===== src/rtl/joypad_snes_multi_adapter.sv =====
// Polls up to four SNES pads on a shared latch/clock and presents one pad to a Game Boy matrix.
// Optional JOYPAD_IRQ_EN macro enables a falling-edge interrupt on button_data.
module joypad_snes_multi_adapter #(
  parameter int unsigned NUM_PADS   = 2,
  parameter int unsigned NUM_BITS   = 16,
  parameter int unsigned CLK_DIV    = 2048,
  parameter int unsigned POLL_TICKS = 32
) (
  input  logic                     clock,
  input  logic                     reset,
  input  logic [1:0]               button_sel,
  input  logic [1:0]               pad_sel,
  output logic [3:0]               button_data,
  input  logic [NUM_PADS-1:0]      controller_data,
  output logic                     controller_latch,
  output logic                     controller_clock,
  output logic [16*NUM_PADS-1:0]   button_state,
  output logic                     frame_done,
  output logic                     joypad_irq
);

  localparam int unsigned DIV_W = (CLK_DIV > 2) ? $clog2(CLK_DIV) : 1;
  localparam int unsigned CNT_W = $clog2(POLL_TICKS + 2);
  localparam logic [DIV_W-1:0] DIV_MAX  = DIV_W'(CLK_DIV - 1);
  localparam logic [CNT_W-1:0] IDLE_MAX = CNT_W'(POLL_TICKS - 1);
  localparam logic [CNT_W-1:0] LATCH_MAX = CNT_W'(1);
  localparam logic [3:0]       BIT_MAX  = 4'(NUM_BITS - 1);
  // Bits the pads never shift in read back as released.
  localparam logic [15:0]      PAD_MASK = ~16'((32'd1 << NUM_BITS) - 32'd1);

  typedef enum logic [2:0] {StIdle, StLatch, StShiftLo, StShiftHi, StDone} state_e;

  state_e                      r_state, w_state_next;
  logic [DIV_W-1:0]            r_div;
  logic [CNT_W-1:0]            r_cnt, w_cnt_next;
  logic [3:0]                  r_idx, w_idx_next;
  logic                        w_tick, w_sample;
  logic [NUM_PADS-1:0][15:0]   r_shadow, r_buttons;
  logic                        r_latch, r_clk, r_done;
  logic [15:0]                 w_pad;
  logic [3:0]                  w_dir, w_act;

  assign w_tick = (r_div == DIV_MAX);

  always_comb begin
    w_state_next = r_state;
    w_cnt_next   = r_cnt;
    w_idx_next   = r_idx;
    w_sample     = 1'b0;
    unique case (r_state)
      StIdle: if (w_tick) begin
        if (r_cnt == IDLE_MAX) begin
          w_state_next = StLatch;
          w_cnt_next   = '0;
        end else begin
          w_cnt_next = r_cnt + 1'b1;
        end
      end
      StLatch: if (w_tick) begin
        if (r_cnt == LATCH_MAX) begin
          w_state_next = StShiftLo;
          w_cnt_next   = '0;
          w_idx_next   = '0;
          w_sample     = 1'b1;
        end else begin
          w_cnt_next = r_cnt + 1'b1;
        end
      end
      StShiftLo: if (w_tick) w_state_next = StShiftHi;
      StShiftHi: if (w_tick) begin
        if (r_idx == BIT_MAX) begin
          w_state_next = StDone;
          w_idx_next   = '0;
        end else begin
          w_state_next = StShiftLo;
          w_idx_next   = r_idx + 1'b1;
          w_sample     = 1'b1;
        end
      end
      StDone:  w_state_next = StIdle;
      default: w_state_next = StIdle;
    endcase
  end

  // The divider parks during the single DONE clock so every frame has the same length.
  always_ff @(posedge clock) begin
    if (reset) begin
      r_state <= StIdle;
      r_div   <= '0;
      r_cnt   <= '0;
      r_idx   <= '0;
      r_latch <= 1'b0;
      r_clk   <= 1'b1;
      r_done  <= 1'b0;
      r_shadow  <= '1;
      r_buttons <= '1;
    end else begin
      r_state <= w_state_next;
      if (r_state != StDone) r_div <= w_tick ? '0 : r_div + 1'b1;
      r_cnt   <= w_cnt_next;
      r_idx   <= w_idx_next;
      r_latch <= (w_state_next == StLatch);
      r_clk   <= (w_state_next != StShiftLo);
      r_done  <= (w_state_next == StDone);
      for (int p = 0; p < NUM_PADS; p++) begin
        if (w_sample) r_shadow[p][w_idx_next] <= controller_data[p];
        if (w_state_next == StDone) r_buttons[p] <= r_shadow[p] | PAD_MASK;
      end
    end
  end

  assign controller_latch = r_latch;
  assign controller_clock = r_clk;
  assign frame_done       = r_done;
  assign button_state     = r_buttons;

  always_comb begin
    w_pad = 16'hFFFF;
    for (int p = 0; p < NUM_PADS; p++) begin
      if (pad_sel == 2'(p)) w_pad = r_buttons[p];
    end
    w_dir = {w_pad[5], w_pad[4], w_pad[6], w_pad[7]};
    w_act = {w_pad[3], w_pad[2], w_pad[0], w_pad[8]};
    unique case (button_sel)
      2'b10:   button_data = w_dir;
      2'b01:   button_data = w_act;
      2'b00:   button_data = w_dir & w_act;
      default: button_data = 4'b1111;
    endcase
  end

`ifdef JOYPAD_IRQ_EN
  logic [3:0] r_hist;
  logic       r_irq;

  always_ff @(posedge clock) begin
    if (reset) begin
      r_hist <= 4'b1111;
      r_irq  <= 1'b0;
    end else begin
      r_hist <= button_data;
      r_irq  <= |(r_hist & ~button_data);
    end
  end

  assign joypad_irq = r_irq;
`else
  assign joypad_irq = 1'b0;
`endif

endmodule


===== config.mk =====
export PLATFORM = sky130hd
export DESIGN_NAME = joypad_snes_multi_adapter
export DESIGN_NICKNAME = d
export VERILOG_FILES = /design/src/rtl/joypad_snes_multi_adapter.sv
export SDC_FILE = /design/constraint.sdc
export NUM_CORES = 1
export LEC_CHECK = 0
export CORE_MARGIN = 5
export CORE_UTILIZATION = 50
export CTS_CLUSTER_DIAMETER = 50
export DETAILED_ROUTE_END_ITERATION = 16
export PLACE_DENSITY = 0.73
export SLEW_MARGIN = 20
export SYNTH_ARGS = -nofsm -noshare
export SYNTH_HDL_FRONTEND = slang
export SYNTH_SLANG_ARGS = --single-unit

===== constraint.sdc =====
create_clock -name clock -period 5.4 [get_ports clock]
set_input_delay 1.08 -clock clock [delete_from_list [all_inputs] [get_ports clock]]
set_output_delay 1.08 -clock clock [all_outputs]
set_load 0.005 [all_outputs]

==> impl_metrics.py, run 1 <==
metrics = {
    "place": {
        "portBuffers": 46,
        "gp_congestion": 0.8928,
        "dp_slack_ps": 1568,
        "dpl.hpwl_um": 5966,
    },
    "clock_network": {
        "cts-resized-gates": 0,
        "holdBufCountCts": 0,
        "cts-root-buf": "clkbuf_8",
        "clock_path_buffers": 2,
        "postCtsSetupBuffers": 0,
        "clk_pin_slew_ps": 80,
        "cts_num_sinks": 91,
        "clk_latency_ps": 350,
        "cts_made_buffers": 9,
        "cts_tree": "yes",
        "h-tree-depth": 3,
    },
    "drt": {
        "via_per_inst": 5.376,
        "drt_iter0_drc": 192,
        "ant_nets": 0,
        "vias": 3258,
        "drt-total-wl_um": 8503,
        "firstDrtPassIters": 4,
        "wl_per_cell_um": 14.03,
        "drc": 0,
    },
    "logic_synthesis": {
        "synth_fp_nets": 478,
        "syn_area_sq_um": 4019,
        "synth_fa_ha_area_share_pct": 1.245,
        "synth_xor_area_share_pct": 1.743,
        "synth.area.mux_share_pct": 8.998,
        "ys_warn_count": 0,
        "syn_avg_cell_area_sq_um": 8.624,
        "synth_top_family_by_area": "simple AND/OR/NAND/NOR gates",
        "ys_ff_latch": 91,
        "synth_edf_count": 0,
        "dominantRegCellSynth": "dfxtp_1",
        "ys_types": 53,
        "ys_seq_area_share_pct": 45.33,
        "yosys.area_share.simple_pct": 31.38,
        "synth_compound_area_share_pct": 8.219,
        "synthCells": 466,
        "async_reset_ff_share_pct": 0,
    },
    "finish": {
        "diodes": 0,
        "drive_gt1_share_pct": 7.143,
        "final_nets": 511,
        "area_delta_synth_final_pct": 17.03,
    },
    "global_route": {
        "grt_pass1_vias": 3106,
        "grt_start_max_net_pins": 89,
        "grt_overflow_total": 0,
        "grt_usage_pct": 18.00,
        "grt_pass1_wl_um": 14640,
        "antenna_found_initial": 0,
    },
    "pwr": {
        "cellLeakagePower_nw": 1.860,
        "power_density_nw_per_um2": 244.1,
        "ir_worst_vdd_mv": 0.1966,
        "total_power_mw": 1.148,
    },
    "die": {
        "ios": 48,
        "start_util_pct": 51.74,
        "core_area_sq_um": 7767,
        "die_y_um": 99.66,
        "core.rowCount": 32,
        "dieWidth_um": 99.66,
        "die-area_sq_um": 9931,
    },
    "timing": {
        "fin_hold_ws_ps": 469.3,
        "fmax_mhz": 260.7,
        "final.min_clock_period_ps": 3836,
        "finalCritPeriodShare_pct": 71.05,
        "rsz0062_at_grt": "false",
        "relSlewSlack_pct": 39.94,
        "setup_ws_ps": 1564,
        "tns_ps": 0,
        "drv_slew": 0,
        "tightest_slew_ps": 897.6,
        "final_hold_viol_count": 0,
        "report.final.setup_viol": 0,
        "skew_ps": 9.658,
    },
    "outcome": {
        "status": "completed",
    },
    "job": {
        "cap_violations": 0,
    },
    "setup_path": {
        "path_max_fanout": 8,
        "cp.arrival_ps": 2760,
        "cp.required_ps": 4320,
        "r2r_slack_ps": 2770,
        "worst_setup_path_start_kind": "primary input",
        "endpoint_kind": "primary output",
        "critical_path_class": "in2out",
    },
    "hold_path": {
        "hp-class": "reg2reg",
    },
}
## synth_stat cells (all sizes together) (2+ instances only)
cell    instances  share of area (%)
dfxtp          91                 45
nand2          78                7.3
nor2           76                7.1
nand3b         37                7.2
mux2i          35                8.7
clkbuf         22                2.1
a21oi          17                2.2
nor3           11                1.6
nand3          10                1.2
o21ai           9                1.2
or3             8                1.6
xor2            6                1.3
a22oi           5               0.93
nand4           5                1.3
and3            4               0.62
buf             4               0.56
ha              4                1.2
inv             4               0.37
a211o           3               0.65
a21o            3               0.56
nand2b          3               0.47
nor2b           3               0.47
o21a            3               0.56
nor4            2               0.47
or3b            2               0.44
or4             2               0.56
xnor2           2               0.44
## worst paths after layout
kind,startpoint,cells past startpoint,end
worst max-delay path,pad_sel[0],4,button_data[2]
worst min-delay path,button_state[9],2,button_state[9]
worst max register to register,r_div[5],7,r_shadow[9]
worst min register to register,button_state[9],2,button_state[9]
## cells by family (layout without fill, tap and decap cells)
logic type               count (synthesis)  in the layout
AND/OR/NAND/NOR                        246            246
flip-flops                              91             91
XOR/XNOR                                 8              8
AO/OA/AOI/OAI                           50             50
other                                    1              1
multiplexers                            36             36
buffers and inverters                   30             68
adder cells (fa/ha/maj)                  4              4
## power breakdown
group          switching, mW  internal [mW]  leakage, nW
Sequential           0.00334          0.674        0.736
Clock                  0.248          0.185       0.0908
Combinational         0.0216         0.0169         1.03
## layout by cell type, fill, tap and decap left out, types with 3 or more instances in the layout
cell type        instances
a211o_1                  3
inv_1                    4
nor2_1                  75
nor3_1                   9
clkbuf_8                10
mux2i_1                 35
o21a_1                   3
and3_1                   4
a21o_1                   3
or3_1                    5
xor2_1                   6
nand3_1                 10
nor2b_1                  3
or3_4                    3
nand2_1                 77
nand2b_1                 3
a22oi_1                  5
clkdlybuf4s50_1         45
dfxtp_1                 91
nand4_1                  3
a21oi_1                 16
ha_1                     4
o21ai_0                  8
nand3b_1                36
## critical path, stage by stage
cell             delay (ps)
clkdlybuf4s50_1         740
mux2i_1                 160
a22oi_1                 220
clkdlybuf4s50_1         550
## area by class of cell
class                      instances  area [sq um]
timing repair buffer              48         470.5
fill                             701          3064
clock inverter                     6         48.80
tap                              102         127.6
multi-input combinational        345          2082
clock buffer                      10         137.6
sequential                        91          1822
inverter                           4         15.01
## state kept, by name, indices dropped and copies added, names as in the netlist
name and cells:
button_state 32, r_shadow 32, r_div 11, r_cnt 6, r_idx 4, r_state 3
controller_clock 1, controller_latch 1, frame_done 1
## metal layers
metal	wire length, um	vias to the layer above	track usage (%)
met3	315	11	2.525
met4	99	0	5.357
met5	0	-	0
li1	-	1663	-
met1	4108	1522	24.65
met2	3979	62	29.55
## metrics by stage
step | utilization, % | std cells | instance area (sq um)
detailed placement | 58.12 | 590 | 4514
CTS | 60.52 | 606 | 4701
floorplan | - | 466 | 4019
global placement | 58.12 | 590 | 4514
global route | 60.55 | 606 | 4703
finish | 60.55 | 606 | 4703
No activity file was read; power rests on OpenSTA's default activity.
==> run 2: changes to the inputs <==
- PLACE_DENSITY: 0.73 -> 0.76
- clock period: 5.4 -> 3.35 ns (I/O delays scaled with it)
==> impl_metrics.py, run 2 (synthesis gave the netlist of run 1 again) <==
metrics = {
    "setup_path": {
        "reg2reg_to": "r_shadow[25]",
        "regToRegStartpoint": "r_div[0]",
        "cp.arrival_ps": 2310,
        "cp.required_ps": 2680,
        "r2r_cells": 8,
        "endpoint_kind": "primary output",
        "r2r_slack_ps": 720,
        "critical_path_class": "in2out",
        "path_max_fanout": 8,
        "worst_setup_path_start_kind": "primary input",
    },
    "pwr": {
        "cellLeakagePower_nw": 1.871,
        "internal_power_mw": 1.478,
        "pwr-share-comb_pct": 3.3,
        "power_density_nw_per_um2": 403.2,
        "power_frac_seq_pct": 57.3,
        "p_sw_share_pct": 22.37,
        "clkPwrFrac_pct": 39.4,
        "ir_worst_vdd_mv": 0.2605,
        "switchingPower_mw": 0.4260,
    },
    "die": {
        "start_util_pct": 51.74,
        "die_y_um": 99.66,
        "ios": 48,
        "core.rowCount": 32,
        "core_area_sq_um": 7767,
        "dieWidth_um": 99.66,
        "die-area_sq_um": 9931,
    },
    "drt": {
        "firstDrtPassIters": 4,
        "ant_nets": 0,
        "drc": 0,
        "vias": 3271,
        "drt_iter0_drc": 142,
        "via_per_inst": 5.389,
        "wl_per_cell_um": 14.37,
        "drt-total-wl_um": 8724,
    },
    "finish": {
        "area_delta_synth_final_pct": 17.53,
        "drive_gt1_share_pct": 7.129,
        "fillCellCount": 697,
        "mostFrequentLayoutCells": "dfxtp_1, nand2_1, nor2_1",
        "diodes": 0,
        "final_common_cell": "dfxtp_1",
        "final_nets": 512,
    },
    "clock_network": {
        "clock_path_buffers": 2,
        "cts_tree": "yes",
        "holdBufCountCts": 0,
        "clk_pin_slew_ps": 90,
        "cts_made_buffers": 9,
        "cts-root-buf": "clkbuf_8",
        "postCtsSetupBuffers": 0,
        "h-tree-depth": 3,
        "cts-resized-gates": 0,
        "cts_num_sinks": 91,
        "clk_latency_ps": 350,
    },
    "place": {
        "dpl.hpwl_um": 6346,
        "portBuffers": 46,
        "gp_congestion": 0.8377,
    },
    "timing": {
        "finalCritPeriodShare_pct": 88.85,
        "final_hold_viol_count": 0,
        "drv_slew": 0,
        "tightest_slew_ps": 834.7,
        "skew_ps": 8.641,
        "fmax_mhz": 336.0,
        "fin_hold_ws_ps": 470.9,
        "report.final.setup_viol": 0,
        "final.min_clock_period_ps": 2976,
        "tns_ps": 0,
        "relSlewSlack_pct": 44.15,
        "rsz0062_at_grt": "false",
    },
    "global_route": {
        "grt_pass1_vias": 3194,
        "antenna_found_initial": 0,
        "grt_start_max_net_pins": 51,
        "grt_usage_pct": 18.19,
        "grt_overflow_total": 0,
        "grt_pass1_wl_um": 14950,
    },
    "job": {
        "cap_violations": 0,
    },
    "outcome": {
        "status": "completed",
    },
    "hold_path": {
        "whs_path_depth": 2,
        "hp-start": "r_shadow[15]",
        "holdPathEnd": "button_state[15]",
        "hp-class": "reg2reg",
    },
}
## run 2: changes by cell type in the layout (fill, tap and decap cells not counted), sizes merged
cell | before | now
buf | 3 | 4
bufinv | 0 | 1
inv | 6 | 5
## run 2: worst max path at each step
| stage | startpoint | end | depth (start not counted) |
|---|---|---|---|
| 2_1_floorplan | r_div[0] | r_shadow[28] | 6 |
| 3_3_place_gp | pad_sel[0] | button_data[2] | 4 |
| 3_5_place_dp | pad_sel[0] | button_data[3] | 4 |
| 4_1_cts | pad_sel[0] | button_data[3] | 4 |
| 5_1_grt | pad_sel[0] | button_data[2] | 4 |
| 6_report | pad_sel[0] | button_data[3] | 4 |
## run 2: power by group through the flow
stage | logic, mW | registers (mW) | clock network [mW]
after floorplan | 0.0453 | 1.12 | 0
final | 0.0627 | 1.09 | 0.750
after CTS | 0.0631 | 1.09 | 0.758
after global routing | 0.0695 | 1.09 | 0.811
after global placement | 0.0615 | 1.12 | 0
after detailed placement | 0.0630 | 1.12 | 0
## run 2: worst max-delay path: stages
cell             delay (ps)
clkdlybuf4s50_1         750
mux2i_1                 150
a22oi_1                 200
clkdlybuf4s50_1         540
## run 2: final cells by class
cell class                 count  area (sq um)  share of cell area, %
inverter                       4         15.01                 0.3179
clock buffer                  10         137.6                  2.914
sequential                    91          1822                  38.57
tap                          102         127.6                  2.702
clock inverter                 6         63.81                  1.351
timing repair buffer          49         478.0                  10.12
multi-input combinational    345          2079                  44.03
## run 2: per-stage QoR
step           std cells  util (%)  worst slack [ps]  power [mW]  area, sq um
6_report             607     60.81             373.7       1.904         4723
5_1_grt              607     60.81             298.7       1.973         4723
4_1_cts              607     60.81             369.1       1.912         4723
3_5_place_dp         591     58.22             365.1       1.180         4522
3_3_place_gp         591     58.22             430.7       1.178         4522
2_1_floorplan        466         -              1133       1.161         4019
## run 2: per-layer routing
metal,vias up,wire length [um],track usage [%]
met5,-,0,0
met4,0,102,6.092
met3,10,322,3.506
met2,54,4151,29.91
met1,1550,4147,24.02
li1,1657,-,-
